File: src/rtl/stf_seq_gen.sv
// rtl/stf_seq_gen.sv - STF sequencer: walks the 16-entry STF ROM REPS times onto a valid/ready stream
module stf_seq_gen #(
  parameter int REPS      = 10,
  parameter bit WINDOW_EN = 1'b1
) (
  input  logic        clk,
  input  logic        phy_tx_arest,
  input  logic        start,
  output logic [3:0]  rom_addr,
  input  logic [31:0] rom_dout,
  output logic [31:0] out_data,
  output logic        out_valid,
  input  logic        out_ready,
  output logic        out_last,
  output logic        busy,
  output logic        done
);

  localparam int N  = REPS * 16;
  localparam int IW = (N > 1) ? $clog2(N) : 1;
  localparam logic [IW-1:0] LAST_IDX = IW'(N - 1);

  typedef enum logic [1:0] {
    S_IDLE = 2'd0,
    S_RUN  = 2'd1,
    S_DONE = 2'd2
  } state_t;

  state_t        state;
  state_t        state_nxt;
  logic [IW-1:0] idx;
  logic [31:0]   windowed;
  logic          accept;

  // Half-amplitude first sample: arithmetic shift of each component keeps the sign
  assign windowed = {rom_dout[31], rom_dout[31:17], rom_dout[15], rom_dout[15:1]};
  assign accept   = out_valid && out_ready;

  // State register
  always_ff @(posedge clk or posedge phy_tx_arest) begin
    if (phy_tx_arest) begin
      state <= S_IDLE;
    end else begin
      state <= state_nxt;
    end
  end

  // Next state: leave RUN only once the final sample has been taken downstream
  always_comb begin
    state_nxt = state;
    case (state)
      S_IDLE:  if (start) state_nxt = S_RUN;
      S_RUN:   if (accept && (idx == LAST_IDX)) state_nxt = S_DONE;
      S_DONE:  state_nxt = S_IDLE;
      default: state_nxt = S_IDLE;
    endcase
  end

  // State-decoded outputs: in RUN the ROM is pre-addressed with the next sample
  always_comb begin
    rom_addr = 4'd0;
    busy     = 1'b0;
    done     = 1'b0;
    case (state)
      S_RUN: begin
        rom_addr = idx[3:0] + 4'd1;
        busy     = 1'b1;
      end
      S_DONE: begin
        busy = 1'b1;
        done = 1'b1;
      end
      default: begin
        rom_addr = 4'd0;
      end
    endcase
  end

  // Sample datapath: load on start, advance on each handshake, hold while stalled
  always_ff @(posedge clk or posedge phy_tx_arest) begin
    if (phy_tx_arest) begin
      idx       <= '0;
      out_data  <= 32'd0;
      out_valid <= 1'b0;
      out_last  <= 1'b0;
    end else begin
      case (state)
        S_IDLE: begin
          if (start) begin
            out_data  <= WINDOW_EN ? windowed : rom_dout;
            idx       <= '0;
            out_valid <= 1'b1;
            out_last  <= (N == 1);
          end
        end
        S_RUN: begin
          if (accept) begin
            if (idx == LAST_IDX) begin
              out_valid <= 1'b0;
              out_last  <= 1'b0;
            end else begin
              idx      <= idx + IW'(1);
              out_data <= rom_dout;
              out_last <= ((idx + IW'(1)) == LAST_IDX);
            end
          end
        end
        default: begin
          out_valid <= 1'b0;
          out_last  <= 1'b0;
        end
      endcase
    end
  end

endmodule

File: config.mk
export PLATFORM = sky130hd
export DESIGN_NAME = stf_seq_gen
export DESIGN_NICKNAME = d
export VERILOG_FILES = /design/src/rtl/stf_seq_gen.sv
export SDC_FILE = /design/constraint.sdc
export NUM_CORES = 1
export LEC_CHECK = 0
export BUFFER_PORTS_ARGS = -buffer_cell sky130_fd_sc_hd__buf_2
export CAP_MARGIN = 25
export CORE_MARGIN = 2
export CORE_UTILIZATION = 55
export CTS_CLUSTER_DIAMETER = 80
export DETAILED_ROUTE_END_ITERATION = 10
export HOLD_SLACK_MARGIN = 0.1
export MAX_ROUTING_LAYER = met4
export PLACE_DENSITY = 0.93
export SETUP_SLACK_MARGIN = 0.1
export SLEW_MARGIN = 20
export SYNTH_ARGS = -nofsm -noshare
export SYNTH_HDL_FRONTEND = slang
export SYNTH_SLANG_ARGS = --single-unit
File: constraint.sdc
create_clock -name clk -period 4.33 [get_ports clk]
set_clock_uncertainty 0.1 [all_clocks]
set_input_delay 0.2165 -clock clk [delete_from_list [all_inputs] [get_ports clk]]
set_output_delay 0.2165 -clock clk [all_outputs]
set_load 0.03 [all_outputs]
==> impl_results.md, run 1 <==
* Ports at 76
* Leakage power at approximately 1.4 nW
* Fin cells at 313
* DP HPWL at roughly 3300 µm
* Die width at just over 70 µm
* Gate count after technology mapping at between 150 and 200
* Outcome: completed
* Routed len/inst at ~15 µm
* Drt drc at 0
* Die area at just under 0.005 mm²
* Worst slack at placement at ~1.6 ns
* Share of layout cells above drive strength 1 at 62.1%
* R2R Path Start: state[1]
* Critical Path Start Type: flop
* Total negative setup slack at 0 ns
* Synth Area per Inst at 13.3 µm²
* CTS root buf: clkbuf_8
* Drt first-iter violations at 58
* Total wire length at ~4500 µm
* Delay-heaviest family, CP: buffers and inverters
* WP buf/inv at 4
* Worst Setup Slack, final at roughly 1.6 ns
* Netlist cell types at 37
* Cell Rows at 24
* Hold Crit Class: input pin to flop
* CP Capture Type: flop
* F_max at 361 MHz
* Hold Fails Final Rpt at 0
* Vias per inst at ~5.3
* Slowest Stage Delay on Critical Path at ~0.45 ns
* CTS tree: yes
* Initial antenna violation count at 0
* Hold_sp: rom_dout[16]
* Slew Limit Headroom at a little under two thirds
* Initial Utilization at a little under three fifths
* Drt first pass iters at 6
* Mapped cell area at between 0.002 and 0.0025 mm²
* Post_cts resized at 0
* CP Data Arrival Time at ~2.9 ns
* Area contributors post-synth: dfrtp_1 45%, mux2_2 29%, mux2_4 3.7%
* Most frequent cells in the layout: 75 x buf_2, 62 x mux2_2, 44 x dfrtp_1, 8 x nor2_1
* Worst VDD drop at between 0.0006 and 0.0007 V
* CTS HTree Levels at 2
* Max-cap violations at 0
* Max-slew violation count at 0
* Worst-margin pin slew at roughly 0.55 ns
* Register area share after synthesis at a little under half
* Area Growth Syn to Fin at 19.7%
* Hold Worst Slack at roughly 0.19 ns
* Largest net degree at the start of global routing at 45
* Via count at roughly 1700
* Min cycle time layout at between 2 and 3 ns
* CP Data Required Time at ~4.4 ns
* Synth warn at 0
* Ys flop type: dfrtp_1
* Top cell type's share of synthesized area at between 40% and 50%
* Fin nets at about 300
* Flops & latches, synth at 44
* GRT Residual Overflow at 0
* Routed Antenna Nets at 0
* Clock sink count at between 40 and 50
* # diodes at 0
* Die Height at 70.5 µm
* CTS max path bufs at 2
* Yosys top cell by area: dfrtp_1
* # port buffers at between 70 and 80
* Core Box Area at ~0.0043 mm²
* Clk Latency, worst-skew pair at 0.29 ns
* Slowest-stage cell, CP: o21ai_4
* Pwr dens at 825 mW/mm²
* Tot GR Track Use at between 10% and 20%
* Max Fanout on Critical Path at 36
* Fin crit share at between 60 and 70%
* WS Path Type: flop to flop
* Unrepaired setup endpoints after global routing: no
* Number of buffers created by CTS at 5
* Worst Setup SP: state[1]
* RePlAce Congestion at between 0.9 and 1
* First-pass GRT wire length at 7480 µm
* Most common cell after layout, fill and taps aside: buf_2
* Final core utilization at between 60 and 70%
* Crit-path cells: inv_1 > ha_2 > buf_4 > inv_1 > o21ai_4 > buf_4 > mux2_2
* Fraction of registers with async set or reset after synthesis at 100%
* Number of synthesized flops with an enable pin at 0
* Placed Cells at 302
* Vias in the first global route at about 1600
* Clock-pin slew on the worst setup and hold paths at around 0.080 ns
* Setup violations, final at 0
* Mapped Nets at around 220
worst reg2reg max path: cells and delay by family (launching register included):
kind,cells,cell delay (ns)
fa+ha+maj,1,0.16
buf+inv,4,1.17
flops,1,0.39
mux,1,0.39
compound gates,1,0.45
metal layers:
| metal | wire length (µm) | up-vias | GRT usage (%) |
|---|---|---|---|
| met5 | 0 | - | - |
| met2 | 2200 | 55 | 30.6 |
| met3 | 226 | 5 | 3.17 |
| met4 | 64 | 0 | 7.05 |
| met1 | 2050 | 802 | 25.8 |
| li1 | - | 810 | - |
registers in the layout, indices dropped and copies added (netlist names):
name,count
idx,8
out_valid,1
out_data,32
out_last,1
state,2
cell usage after synthesis, drive strengths merged (2+ instances only):
library cell	number
nor2	8
inv	7
buf	6
xnor2	3
nor3	3
ha	5
nand3	5
a21o	3
xor2	2
dfrtp	44
o21a	2
nand2	4
mux2	68
clkbuf	5
final cells by class:
| class | count | area (µm²) |
|---|---|---|
| fillers | 317 | 1390 |
| inverters | 7 | 26.3 |
| multi-input cells | 121 | 1200 |
| well taps | 52 | 65.1 |
| repair buffers | 81 | 428 |
| clock buffers | 8 | 90.1 |
| flip-flops and latches | 44 | 1100 |
what timing repair did:
| item | CTS | global route |
|---|---|---|
| buffers inserted | 0 | 0 |
| hold buffers | 3 | 0 |
| hold endpoints to repair | 46 | 0 |
per-stage QoR:
step / total power [W] / cell area, µm²
4_1_cts: 0.00242 / 2910
5_1_grt: 0.00254 / 2910
6_report: 0.00240 / 2910
3_5_place_dp: 0.00215 / 2790
2_1_floorplan: 0.00192 / 2430
3_3_place_gp: 0.00211 / 2790
power breakdown:
part	switching [W]	internal (W)
logic	0.000807	0.000633
clock network	0.000130	0.000130
registers	0.000101	0.000599
kinds of logic (layout without fill, tap and decap cells):
kind of cell	count (synthesis)	count (layout)	share of synthesized area, %
AOI/OAI and AO/OA	16	16	6.18
xor gates and xnor gates	5	5	1.80
adders and majority gates	5	5	2.58
buffers and inverters	18	96	5.46
DFF	44	44	45.3
muxes	68	68	32.5
and+or+nand+nor	27	27	6.18
path summary, 6_finish.rpt:
path                                end  slack [ns]  cells after the start
max in group asynchronous   out_data[0]        3.23                      4
min in group asynchronous  out_data[14]        0.53                      4
min                        out_data[16]        0.19                      3
max                        out_data[19]        1.56                      7
min reg2reg                    out_last        0.39                      2
max reg2reg                out_data[19]        1.56                      7
No activity file was read; power rests on OpenSTA's default activity.
==> run 2: changes to the inputs <==
--- a/config.mk
+++ b/config.mk
@@ -5,15 +5,16 @@
 export SDC_FILE = /design/constraint.sdc
 export NUM_CORES = 1
 export LEC_CHECK = 0
+export ABC_AREA = 1
 export BUFFER_PORTS_ARGS = -buffer_cell sky130_fd_sc_hd__buf_2
 export CAP_MARGIN = 25
 export CORE_MARGIN = 2
-export CORE_UTILIZATION = 55
+export CORE_UTILIZATION = 45
 export CTS_CLUSTER_DIAMETER = 80
 export DETAILED_ROUTE_END_ITERATION = 10
 export HOLD_SLACK_MARGIN = 0.1
 export MAX_ROUTING_LAYER = met4
-export PLACE_DENSITY = 0.93
+export PLACE_DENSITY = 0.84
 export SETUP_SLACK_MARGIN = 0.1
 export SLEW_MARGIN = 20
 export SYNTH_ARGS = -nofsm -noshare
==> constraint.sdc (replaced) <==
create_clock -name clk -period 2.5 [get_ports clk]
set_clock_uncertainty 0.1 [all_clocks]
set_input_delay 0.125 -clock clk [delete_from_list [all_inputs] [get_ports clk]]
set_output_delay 0.125 -clock clk [all_outputs]
set_load 0.03 [all_outputs]
==> run 2 against run 1 <==
Effect of this change:
- utilization is 0.90 points lower
- sequential power rose by 71%
- first-iteration DRC count up 97%
- global-route usage rose by 2.4 points
- combinational power increased by 52%
- design area is 9.3% higher
- worst setup slack worse by 1.2 ns
- clock power rose by 98%
- synthesized cell count grew 41%
- register-to-register slack got worse by 1.2 ns
- hold slack lost 0.034 ns
- total power increased by 63%
- critical endpoint is now out_data[6]
- largest power group unchanged
- highest routed layer unchanged
==> impl_results.md, run 2 <==
* Hold Fails Final Rpt at 0
* Pwr Total at roughly 0.004 W
* F_max at 456 MHz
* Biggest register: out_data
* Synth Area per Inst at between 8 and 9 µm²
* Slew Limit Headroom at between 70 and 80%
* Vias in the first global route at roughly 2100
* Flops & latches, synth at 44
* Biggest regs: out_data x32, idx x8, state x2
* Final core utilization at around two thirds
* Hold_sp: out_ready
* Post-CTS Setup Inserts at 0
* Area contributors post-synth: dfrtp_1 49%, nand2_1 13%, mux2i_1 12%
* Most common cell in the netlist: nand2_1
* Routed len/inst at ~13 µm
* Top cell type's share of synthesized area at 49.0%
* Number of synthesized flops with an enable pin at 0
* Max reg flops at 32
* Hold endpoint: out_last
* CTS tree: yes
* # diodes at 0
* Post-synthesis mux area share at 12.5%
* Most common cell after layout, fill and taps aside: nand2_1
* Synth Area in Adders at 2.78%
* Top cells by count, synth: 78 x nand2_1, 44 x dfrtp_1, 40 x o21ai_0, 28 x mux2i_1, 23 x inv_1
* Max-slew violation count at 0
* Hold path cells at 6
* Core Box Area at ~0.0048 mm²
* GRT Residual Overflow at 0
* Fin crit share at approximately 90%
* Leakage power at between 1.5 and 2 nW
* Post-synthesis compound-gate area fraction at between 9 and 10%
* Initial antenna violation count at 0
* Initial Utilization at a little under half
* Routed Antenna Nets at 0
* Clk Latency, worst-skew pair at 0.29 ns
* Worst-margin pin slew at between 0.4 and 0.5 ns
* XOR/XNOR share of the synthesized area at 0%
* Placed Cells at 391
* Tot GR Track Use at between 20% and 30%
* Ys flop type: dfrtp_1
* CP Data Required Time at 2.57 ns
* CTS max path bufs at 2
* Vias per inst at about 4.9
* Area Growth Syn to Fin at 41.4%
* Most frequent cells in the layout: 78 x nand2_1, 75 x buf_2, 44 x dfrtp_1, 40 x o21ai_0, 40 x dlygate4sd3_1
* Placed cell area at around 0.0026 mm²
* Clock sink count at between 40 and 50
* Max Fanout on Critical Path at 21
* R2R Path Start: state[1]
* Via count at between 2000 and 2500
* Register area share after synthesis at between 40% and 50%
* Unrepaired setup endpoints after global routing: no
* Worst VDD drop at 0.000687 V
* # port buffers at 75
* Fin nets at between 400 and 500
* Setup violations, final at 0
* Drt first-iter violations at 114
* Outcome: completed
* Hold Crit Class: input pin to flop
* Total wire length at 5650 µm
* Reg2reg setup slack at 0.31 ns
* Mapped cell area at between 0.002 and 0.0025 mm²
* Pwr dens at roughly 1200 mW/mm²
* CP Data Arrival Time at 2.27 ns
* Critical R2R Capture: out_data[6]
* CTS root buf: clkbuf_8
* Total negative setup slack at 0 ns
* Drt drc at 0
* Min cycle time layout at between 2 and 2.5 ns
* Mapped Nets at 299
* Largest net degree at the start of global routing at 50
* Cell Rows at 25
* WS Path Type: flop to flop
* Gate count after technology mapping at 258
* Die width at roughly 75 µm
* Max-cap violations at 0
* Synth Area in Simple Gates at around 18%
* Ports at 76
* Netlist cell types at 19
* Final Cell Area at around 0.0032 mm²
* Yosys top cell by area: dfrtp_1
* Die Height at 74.7 µm
* Fin cells at around 440
* Share of layout cells above drive strength 1 at 24.8%
* R2R depth at 6
* RePlAce Congestion at between 0.7 and 0.8
* Largest family of logic cells by synthesized area: simple AND/OR/NAND/NOR gates
* Drt first pass iters at 4
* Number of buffers created by CTS at 5
* Fraction of registers with async set or reset after synthesis at 100%
* Critical Path Start Type: flop
* Worst Setup SP: state[1]
* First-pass GRT wire length at a little over 9000 µm
* CTS HTree Levels at 2
* Synth warn at 0
* CP Capture Type: flop
* Clock-pin slew on the worst setup and hold paths at 0.08 ns
* DP HPWL at between 3000 and 4000 µm
* Die area at roughly 0.0056 mm²
run 2: cell types whose count changed after synthesis, sizes merged, moves of 5 or more:
| cell | before | now |
|---|---|---|
| o21ai | 1 | 43 |
| nand2 | 4 | 79 |
| mux2i | 0 | 28 |
| nor2 | 8 | 13 |
| inv | 7 | 24 |
| mux2 | 68 | 0 |
run 2: stage by stage:
stage	worst slack [ns]	hold WS [ns]
global placement	0.532	0.269
global route	0.177	0.205
floorplan	0.851	0.191
detailed placement	0.452	0.270
finish	0.309	0.157
CTS	0.117	0.141
run 2: final cells by class:
cell class                 instances  area, µm²
tap                               67       83.8
fill                             375       1580
multi-input combinational        178        981
timing repair buffer             119        822
sequential                        44       1100
inverter                          24       90.1
clock inverter                     1       30.0
clock buffer                       5       68.8
run 2: timing repair:
item,CTS,global route
endpoints found under the setup margin,0,2
resized for setup,0,2
hold endpoints to repair,78,0
hold buffers,40,0
run 2: cells by family (layout without fill, tap and decap cells):
group / after synthesis / count (layout)
AND/OR/NAND/NOR: 101 / 101
AO/OA/AOI/OAI: 44 / 44
flip-flops: 44 / 44
buffers and inverters: 36 / 149
multiplexers: 28 / 28
adder cells (fa/ha/maj): 5 / 5
run 2: how the worst max path moves through the flow:
stage,endpoint,slack (ns),depth (start not counted)
after global routing,out_data[8],0.18,6
final,out_data[6],0.31,6
after detailed placement,out_data[20],0.45,8
after CTS,out_data[8],0.12,6
after floorplan,idx[1],0.85,7
after global placement,out_data[25],0.53,8
run 2: power by group:
part / leakage [nW] / switching, W / internal, W
clock: 0.0501 / 0.000229 / 0.000287
combinational: 1.01 / 0.00149 / 0.000706
sequential: 0.556 / 0.000179 / 0.00102
run 2: critical path: stages (launching register included):
cell and delay (ns):
dfrtp_1 0.39, inv_1 0.13, ha_4 0.28, buf_6 0.29
mux2i_1 0.24, dlygate4sd3_1 0.56, o21ai_0 0.08
run 2: routing by layer:
metal / wire length, µm / vias up / part of all wire [%] / GRT usage (%)
li1: - / 1058 / - / -
met1: 2280 / 1007 / 40 / 26.6
met2: 2920 / 81 / 52 / 36.7
met3: 360 / 10 / 6.4 / 4.82
met4: 87 / 0 / 1.5 / 7.14
met5: 0 / - / 0 / -
